**src/rtl/mem_pkg.sv**
```systemverilog
// Shared encodings for the memory access controller, its load-extension helper
// and any RAM model that talks to it.
package mem_pkg;

  typedef enum logic [1:0] {
    MODE_BYTE     = 2'b00,
    MODE_HALFWORD = 2'b01,
    MODE_WORD     = 2'b10,
    MODE_ILLEGAL  = 2'b11
  } mode_e;

  typedef enum logic [2:0] {
    ST_IDLE,
    ST_ISSUE,
    ST_WAIT,
    ST_COMPLETE,
    ST_ABORT
  } state_e;

  localparam logic [1:0] ABORT_NONE       = 2'b00;
  localparam logic [1:0] ABORT_MISALIGNED = 2'b01;
  localparam logic [1:0] ABORT_TIMEOUT    = 2'b10;
  localparam logic [1:0] ABORT_ILLEGAL    = 2'b11;

  // Only the two low address bits matter for natural alignment.
  function automatic logic is_misaligned(input logic [1:0] mode, input logic [1:0] addr_lsb);
    return ((mode == MODE_HALFWORD) && addr_lsb[0]) ||
           ((mode == MODE_WORD) && (addr_lsb != 2'b00));
  endfunction

  function automatic logic [3:0] lane_mask(input logic [1:0] mode);
    logic [3:0] mask;
    case (mode)
      MODE_BYTE:     mask = 4'b0001;
      MODE_HALFWORD: mask = 4'b0011;
      MODE_WORD:     mask = 4'b1111;
      default:       mask = 4'b0000;
    endcase
    return mask;
  endfunction

endpackage

```
**src/rtl/mem_extend.sv**
```systemverilog
// Zero/sign extension of right-justified RAM read data to a full 32-bit load result.
module mem_extend
  import mem_pkg::*;
(
  input  logic [1:0]  mode,
  input  logic        signed_ld,
  input  logic [31:0] q,
  output logic [31:0] ext_word
);

  always_comb begin
    ext_word = q;
    case (mode)
      MODE_BYTE:     ext_word = {{24{signed_ld & q[7]}}, q[7:0]};
      MODE_HALFWORD: ext_word = {{16{signed_ld & q[15]}}, q[15:0]};
      default:       ext_word = q;
    endcase
  end

endmodule

```
**src/rtl/mem_access_ctrl.sv**
```systemverilog
// CPU-side memory access sequencer: validates a request, drives one RAM access,
// waits for operation-complete with a timeout and returns an extended load result.
module mem_access_ctrl
  import mem_pkg::*;
#(
  parameter int TIMEOUT = 15
) (
  input  logic        clk,
  input  logic        rst_n,
  input  logic        req,
  input  logic        rw,
  input  logic [1:0]  mode,
  input  logic        signed_ld,
  input  logic [7:0]  addr,
  input  logic [31:0] wdata,
  output logic        busy,
  output logic        done,
  output logic        abort,
  output logic [1:0]  abort_code,
  output logic [31:0] rdata,
  output logic        ram_enable,
  output logic        ram_w_r,
  output logic [1:0]  ram_mode,
  output logic [7:0]  ram_address,
  output logic [31:0] ram_data,
  input  logic        ram_moc,
  input  logic [31:0] ram_q
);

  localparam logic [3:0] TIMEOUT_CNT = 4'(TIMEOUT);

  state_e      state_reg;
  logic [3:0]  wait_cnt_reg;
  logic        busy_reg;
  logic        done_reg;
  logic        abort_reg;
  logic [1:0]  abort_code_reg;
  logic [31:0] rdata_reg;
  logic        ram_enable_reg;
  logic        rw_reg;
  logic [1:0]  mode_reg;
  logic        signed_reg;
  logic [7:0]  addr_reg;
  logic [31:0] data_reg;

  logic [3:0]  lane_en;
  logic [31:0] store_data;
  logic [31:0] load_ext;

  // Reads carry no store data; writes keep only the lanes the access size covers.
  assign lane_en = rw ? 4'b0000 : lane_mask(mode);

  for (genvar gi = 0; gi < 4; gi++) begin : g_lane
    assign store_data[8*gi +: 8] = lane_en[gi] ? wdata[8*gi +: 8] : 8'h00;
  end

  mem_extend u_extend (
    .mode      (mode_reg),
    .signed_ld (signed_reg),
    .q         (ram_q),
    .ext_word  (load_ext)
  );

  always_ff @(posedge clk) begin
    if (!rst_n) begin
      state_reg      <= ST_IDLE;
      wait_cnt_reg   <= 4'd0;
      busy_reg       <= 1'b0;
      done_reg       <= 1'b0;
      abort_reg      <= 1'b0;
      abort_code_reg <= ABORT_NONE;
      rdata_reg      <= 32'd0;
      ram_enable_reg <= 1'b0;
      rw_reg         <= 1'b1;
      mode_reg       <= MODE_BYTE;
      signed_reg     <= 1'b0;
      addr_reg       <= 8'h00;
      data_reg       <= 32'd0;
    end else begin
      done_reg  <= 1'b0;
      abort_reg <= 1'b0;
      case (state_reg)
        ST_IDLE: begin
          if (req) begin
            rw_reg     <= rw;
            mode_reg   <= mode;
            signed_reg <= signed_ld;
            addr_reg   <= addr;
            data_reg   <= store_data;
            busy_reg   <= 1'b1;
            if (mode == MODE_ILLEGAL) begin
              state_reg      <= ST_ABORT;
              abort_reg      <= 1'b1;
              abort_code_reg <= ABORT_ILLEGAL;
            end else if (is_misaligned(mode, addr[1:0])) begin
              state_reg      <= ST_ABORT;
              abort_reg      <= 1'b1;
              abort_code_reg <= ABORT_MISALIGNED;
            end else begin
              state_reg      <= ST_ISSUE;
              ram_enable_reg <= 1'b1;
            end
          end
        end
        ST_ISSUE: begin
          wait_cnt_reg <= 4'd0;
          state_reg    <= ST_WAIT;
        end
        ST_WAIT: begin
          wait_cnt_reg <= wait_cnt_reg + 4'd1;
          // Completion is checked first so a strobe on the last allowed cycle still succeeds.
          if (ram_moc) begin
            if (rw_reg) begin
              rdata_reg <= load_ext;
            end
            state_reg      <= ST_COMPLETE;
            done_reg       <= 1'b1;
            ram_enable_reg <= 1'b0;
          end else if (wait_cnt_reg == TIMEOUT_CNT) begin
            state_reg      <= ST_ABORT;
            abort_reg      <= 1'b1;
            abort_code_reg <= ABORT_TIMEOUT;
            ram_enable_reg <= 1'b0;
          end
        end
        ST_COMPLETE, ST_ABORT: begin
          state_reg <= ST_IDLE;
          busy_reg  <= 1'b0;
        end
        default: begin
          state_reg      <= ST_IDLE;
          busy_reg       <= 1'b0;
          ram_enable_reg <= 1'b0;
        end
      endcase
    end
  end

  assign busy        = busy_reg;
  assign done        = done_reg;
  assign abort       = abort_reg;
  assign abort_code  = abort_code_reg;
  assign rdata       = rdata_reg;
  assign ram_enable  = ram_enable_reg;
  assign ram_w_r     = rw_reg;
  assign ram_mode    = mode_reg;
  assign ram_address = addr_reg;
  assign ram_data    = data_reg;

endmodule

```
**config.mk**
```make
export PLATFORM = sky130hd
export DESIGN_NAME = mem_access_ctrl
export DESIGN_NICKNAME = d
export VERILOG_FILES = /design/src/rtl/mem_pkg.sv /design/src/rtl/mem_extend.sv /design/src/rtl/mem_access_ctrl.sv
export SDC_FILE = /design/constraint.sdc
export NUM_CORES = 1
export LEC_CHECK = 0
export ABC_AREA = 1
export CAP_MARGIN = 20
export CORE_MARGIN = 8
export CORE_UTILIZATION = 46
export CTS_CLUSTER_DIAMETER = 150
export DETAILED_ROUTE_END_ITERATION = 8
export GPL_ROUTABILITY_DRIVEN = 0
export PLACE_DENSITY_LB_ADDON = 0.3
export SLEW_MARGIN = 5
export SYNTH_ARGS = -nofsm -noshare
export SYNTH_HDL_FRONTEND = slang
export SYNTH_HIERARCHICAL = 1
export SYNTH_SLANG_ARGS = --single-unit
```
**constraint.sdc**
```tcl
create_clock -name clk -period 2.11 [get_ports clk]
set_input_delay 0.422 -clock clk [delete_from_list [all_inputs] [get_ports clk]]
set_output_delay 0.422 -clock clk [all_outputs]
set_load 0.05 [all_outputs]
```
==> flow_summary_export.csv, run 1 <==
group,metric,value,unit
status,status,"finished clean",
timing,max_freq,490,MHz
worst_setup_path,crit_cells,1,
worst_setup_path,reg2reg_slack,600,ps
cells_and_area,multi_input_area,1600,sq um
synthesis,synth_cells,494,
detailed_routing,wl_per_cell,14.6,um
global_routing,gr-total-overflow,0,
cells_and_area,seqCellArea,1780,sq um
timing,worst_slew_pin_slew,979,ps
cells_and_area,drive_gt1_share,8.98,%
die,die_h,107,um
worst_setup_path,cp-start-kind,"flop",
cells_and_area,area_delta_synth_final,47.2,%
detailed_routing,met3_length,1210,um
die,core,8180,sq um
power_and_ir_drop,power_density,782,nW/um^2
clocking,clkTransAtPathRegs,80,ps
cells_and_area,postLayoutCellArea,5660,sq um
synthesis,ys_ff_latch,89,
worst_setup_path,worstSetupEndpointType,"primary output",
global_routing,grt_max_degree,49,
global_routing,grt_first_pass_wirelength,17400,um
detailed_routing,drc,0,
placed_design,dpl_cell_area,5460,sq um
power_and_ir_drop,p_switching,1510,uW
cells_and_area,nets,726,
run,drv_cap,0,
power_and_ir_drop,clockPowerShare,27.6,%
power_and_ir_drop,netSwitchingFraction,34.2,%
worst_setup_path,critical_path_buf_inv_count,1,
die,start_util,47.0,%
detailed_routing,vias,3724,
timing,finalHoldWorstSlack,448,ps
worst_setup_path,arrival,1620,ps
power_and_ir_drop,internal_power,2910,uW
worst_setup_path,max_stage_delay,850,ps
detailed_routing,drt-initial-drc-count,144,
die,fp.dieW,107,um
clocking,post_cts_resized,0,
detailed_routing,ant_nets,0,
detailed_routing,top_layer_used,"met4",
synthesis,yosysSeqAreaShare,46.3,%
worst_setup_path,crit_fanout,3,
power_and_ir_drop,seqPwrFrac,42.5,%
clocking,numCtsBuffers,9,
global_routing,grt_pass1_vias,3612,
timing,finalHoldViolations,0,
worst_setup_path,critical_path_class,"flop to primary output",
timing,min_period,2040,ps
cells_and_area,diodes,0,
cells_and_area,filler_cell_count,674,
timing,final.period_utilization,96.8,%
timing,clock_skew,6.44,ps
die,rows,33,
hold_path,min_path_cells,2,
placed_design,port_buffers,160,
detailed_routing,drt_pass1_iterations,4,
die,pin_count,161,
worst_setup_path,slowest_stage,"clkdlybuf4s50_1",
worst_setup_path,critPathTopFamily,"buffers and inverters",
global_routing,antenna_found_initial,0,
worst_setup_path,r2r_cells,7,
synthesis,synth_nets,579,
worst_setup_path,crit_path_start,"ram_w_r",
hold_path,hold_path.class,"flop to flop",
timing,slew_headroom,34.5,%
synthesis,yosysUniqueCellTypes,26,
clocking,clkLatencyLatePin,350,ps
detailed_routing,drt_wl_total,11000,um
synthesis,syn_area,3850,sq um
clocking,root_buffer,"clkbuf_8",
detailed_routing,dr_wl_met2,5250,um
worst_setup_path,crit_chain,"clkdlybuf4s50_1",
worst_setup_path,crit_end,"ram_w_r",
clocking,hold_buffers,0,
clocking,cts_tree,"yes",
global_routing,grt_use_total,18.3,%
synthesis,ys.warnings.count,6,
clocking,cts_setup_buffers,0,
timing,grt_setup_unrepaired,"false",
clocking,cts.sinks,89,
power_and_ir_drop,max-vdd-ir-drop,0.431,mV
worst_setup_path,reg2reg_from,"state_reg[2]",
placed_design,dp_hpwl,8110,um
worst_setup_path,cp.required,1690,ps
clocking,htreeDepth,3,
die,die_area,11500,sq um
clocking,clockBufferDepth,2,
power_and_ir_drop,power.share.combinational,29.8,%
detailed_routing,m1WireLength,4420,um
timing,setup_violations,0,
detailed_routing,via_per_inst,4.96,
synthesis,syn_avg_cell_area,7.79,sq um
timing,drv_slew,0,
power_and_ir_drop,power.leakage,0.00224,uW
worst_setup_path,reg2reg_to,"rdata[1]",
==> through the flow <==
stage	power, uW	cells	setup TNS (ps)	utilization, %	setup WS, ps
after detailed placement	3250	735	-1710	66.7	-134
final	4430	751	0	69.3	67.2
after global placement	3230	735	-1580	66.7	-106
after CTS	4460	751	0	69.3	47.4
after floorplan	2800	494	0	-	615
after global routing	4650	751	0	69.3	26.7
==> cell usage in the layout (no fill, tap or decap), types with 5 or more instances in the layout <==
| cell type | count |
|---|---|
| a21oi_1 | 84 |
| buf_4 | 14 |
| clkbuf_8 | 11 |
| clkdlybuf4s50_1 | 158 |
| dfxtp_1 | 89 |
| ha_1 | 5 |
| inv_1 | 45 |
| nand2_1 | 96 |
| nand3_1 | 41 |
| nand3_2 | 12 |
| nor2_1 | 18 |
| o21ai_0 | 35 |
| o21ai_1 | 13 |
==> worst min path at each step <==
stage,start,endpoint,slack (ps)
global route,rdata[10],rdata[10],470
CTS,rdata[16],rdata[16],450
floorplan,signed_reg,signed_reg,460
global placement,rdata[15],rdata[15],430
finish,rdata[10],rdata[10],450
detailed placement,rdata[16],rdata[16],440
==> synth_stat cells, drive strengths merged <==
library cell  number  area [sq um]
o31ai              1          7.51
buf               31           238
o21ai             48           240
dfxtp             89          1780
ha                 5          62.6
nand4              1          6.26
inv               49           194
a31o               1          8.76
clkbuf             8          30.0
a21oi             84           420
nand3             54           343
nor2              22           108
nand2            101           407
==> power groups by stage <==
| stage | registers, uW | logic, uW | clock network [uW] |
|---|---|---|---|
| after CTS | 1880 | 1330 | 1250 |
| final | 1880 | 1320 | 1220 |
| after global routing | 1900 | 1420 | 1330 |
| after global placement | 1920 | 1310 | 0 |
| after floorplan | 2260 | 541 | 0 |
| after detailed placement | 1920 | 1320 | 0 |
==> routing by layer <==
layer	GRT usage [%]	up-vias
met3	8.86	7
met2	30.5	128
met5	0	-
met1	20.3	1692
li1	-	1897
met4	4.76	0
==> cell type report <==
| type | instances | area share [%] |
|---|---|---|
| timing repair buffer | 175 | 30.8 |
| clock inverter | 3 | 0.840 |
| inverter | 49 | 3.42 |
| multi-input combinational | 317 | 28.3 |
| sequential | 89 | 31.5 |
| clock buffer | 13 | 2.81 |
| tap | 105 | 2.32 |
==> cell families (layout without fill, tap and decap cells) <==
kind of cell	count (synthesis)	in the layout	share of synthesized area, %
and+or+nand+nor	178	178	22.4
AOI/OAI and AO/OA	134	134	17.6
DFF	89	89	46.3
buffers and inverters	88	240	12.0
adders and majority gates	5	5	1.63
(Power assumes the default switching activity.)
==> run 2: changes to the inputs <==
Settings changed: MAX_ROUTING_LAYER from default to met4.
==> run 2 against run 1 <==
Fmax barely moved; non-clock buffer count did not move; via count did not move; flip-flop and latch count did not move; design area did not move; worst hold slack did not move; wire length fell by 0.41%; clock-buffer cell count did not move; clock power barely moved; sequential power barely moved; global-route usage rose by 0.48 points; die area did not move.
==> flow_summary_export.csv, run 2 (synthesis results as in run 1) <==
group,metric,value,unit
status,status,"finished clean",
worst_setup_path,cp-start-kind,"flop",
hold_path,hold_path.class,"flop to flop",
cells_and_area,postLayoutCellArea,5660,sq um
cells_and_area,area_delta_synth_final,47.2,%
run,drv_cap,0,
timing,slew_headroom,34.9,%
power_and_ir_drop,clockPowerShare,27.6,%
clocking,clkLatencyLatePin,350,ps
worst_setup_path,crit_path_start,"ram_w_r",
clocking,clkTransAtPathRegs,80,ps
die,die_h,107,um
global_routing,grt_use_total,18.7,%
timing,drv_slew,0,
worst_setup_path,slowest_stage,"clkdlybuf4s50_1",
global_routing,grt_max_degree,49,
cells_and_area,final_core_util,69.3,%
cells_and_area,drive_gt1_share,8.98,%
detailed_routing,via_per_inst,4.96,
cells_and_area,diodes,0,
worst_setup_path,critical_path_buf_inv_count,1,
detailed_routing,drc,0,
die,fp.dieW,107,um
timing,clock_skew,7.03,ps
timing,setup_violations,0,
clocking,cts_setup_buffers,0,
detailed_routing,drt-initial-drc-count,147,
detailed_routing,vias,3724,
timing,grt_setup_unrepaired,"false",
clocking,hold_buffers,0,
power_and_ir_drop,internal_power,2910,uW
power_and_ir_drop,power.share.combinational,29.9,%
cells_and_area,nets,726,
power_and_ir_drop,max-vdd-ir-drop,0.431,mV
detailed_routing,drt_pass1_iterations,4,
global_routing,gr-total-overflow,0,
timing,min_period,2040,ps
clocking,numCtsBuffers,9,
cells_and_area,final_common_cell,"clkdlybuf4s50_1",
cells_and_area,filler_cell_count,674,
cells_and_area,mostFrequentLayoutCells,"clkdlybuf4s50_1 (158), nand2_1 (96), dfxtp_1 (89)",
worst_setup_path,reg2reg_slack,600,ps
die,start_util,47.0,%
power_and_ir_drop,seqPwrFrac,42.6,%
clocking,cts_tree,"yes",
placed_design,port_buffers,160,
clocking,htreeDepth,3,
detailed_routing,ant_nets,0,
placed_design,dp_hpwl,8110,um
worst_setup_path,crit_cells,1,
clocking,root_buffer,"clkbuf_8",
power_and_ir_drop,p_switching,1510,uW
timing,finalHoldViolations,0,
die,pin_count,161,
clocking,cts.sinks,89,
worst_setup_path,reg2reg_from,"state_reg[2]",
worst_setup_path,critPathTopFamily,"buffers and inverters",
worst_setup_path,critical_path_class,"flop to primary output",
worst_setup_path,arrival,1620,ps
global_routing,grt_pass1_vias,3621,
power_and_ir_drop,power.leakage,0.00224,uW
clocking,clockBufferDepth,2,
placed_design,dpl_cell_area,5460,sq um
global_routing,grt_first_pass_wirelength,17400,um
worst_setup_path,crit_end,"ram_w_r",
die,core,8180,sq um
power_and_ir_drop,netSwitchingFraction,34.1,%
die,die_area,11500,sq um
clocking,post_cts_resized,0,
detailed_routing,wl_per_cell,14.5,um
timing,finalHoldWorstSlack,448,ps
power_and_ir_drop,power_density,781,nW/um^2
timing,worst_slew_pin_slew,973,ps
timing,final.period_utilization,96.8,%
detailed_routing,drt_wl_total,10900,um
worst_setup_path,reg2reg_to,"rdata[1]",
worst_setup_path,cp.required,1690,ps
worst_setup_path,crit_fanout,3,
die,rows,33,
global_routing,antenna_found_initial,0,
worst_setup_path,crit_chain,"clkdlybuf4s50_1",
timing,max_freq,490,MHz
worst_setup_path,worstSetupEndpointType,"primary output",
worst_setup_path,r2r_cells,7,
worst_setup_path,max_stage_delay,850,ps
## run 2: cell counts in the layout (fill, tap and decap cells not counted)
Identical to the previous run, type by type.
## run 2: per-stage QoR
step / setup slack [ps] / std cells / TNS, ps / power, uW
finish: 68.4 / 751 / 0 / 4420
global route: 29.5 / 751 / 0 / 4650
CTS: 47.4 / 751 / 0 / 4460
detailed placement: -134 / 735 / -1710 / 3250
global placement: -106 / 735 / -1580 / 3230
floorplan: 615 / 494 / 0 / 2800
## run 2: how the worst min path moves through the flow
stage / from / slack, ps / endpoint / cells after the start
6_report: rdata[10] / 450 / rdata[10] / 2
5_1_grt: rdata[10] / 470 / rdata[10] / 2
4_1_cts: rdata[16] / 450 / rdata[16] / 2
3_5_place_dp: rdata[16] / 440 / rdata[16] / 2
3_3_place_gp: rdata[15] / 430 / rdata[15] / 2
2_1_floorplan: signed_reg / 460 / signed_reg / 2
## run 2: per-layer routing
layer	part of all wire (%)	global-route usage [%]	up-vias	routed length, um
met5	0	-	-	0
met4	0.61	4.76	0	67
met3	9.1	6.95	6	991
met2	48	30.5	137	5260
met1	42	21.3	1683	4590
li1	-	-	1898	-
## run 2: area by class of cell
cell class              instances  area [sq um]  share of cell area, %
clock buffers                  13           159                   2.81
inverters                      49           194                   3.42
repair buffers                175          1750                   30.8
well taps                     105           131                   2.32
flip-flops and latches         89          1780                   31.5
multi-input cells             317          1600                   28.3
clock inverters                 3          47.5                  0.840
## run 2: power by group through the flow
stage / registers (uW) / logic, uW / clock network, uW
floorplan: 2260 / 541 / 0
global placement: 1920 / 1310 / 0
detailed placement: 1920 / 1320 / 0
CTS: 1880 / 1330 / 1250
global route: 1900 / 1420 / 1330
finish: 1880 / 1320 / 1220
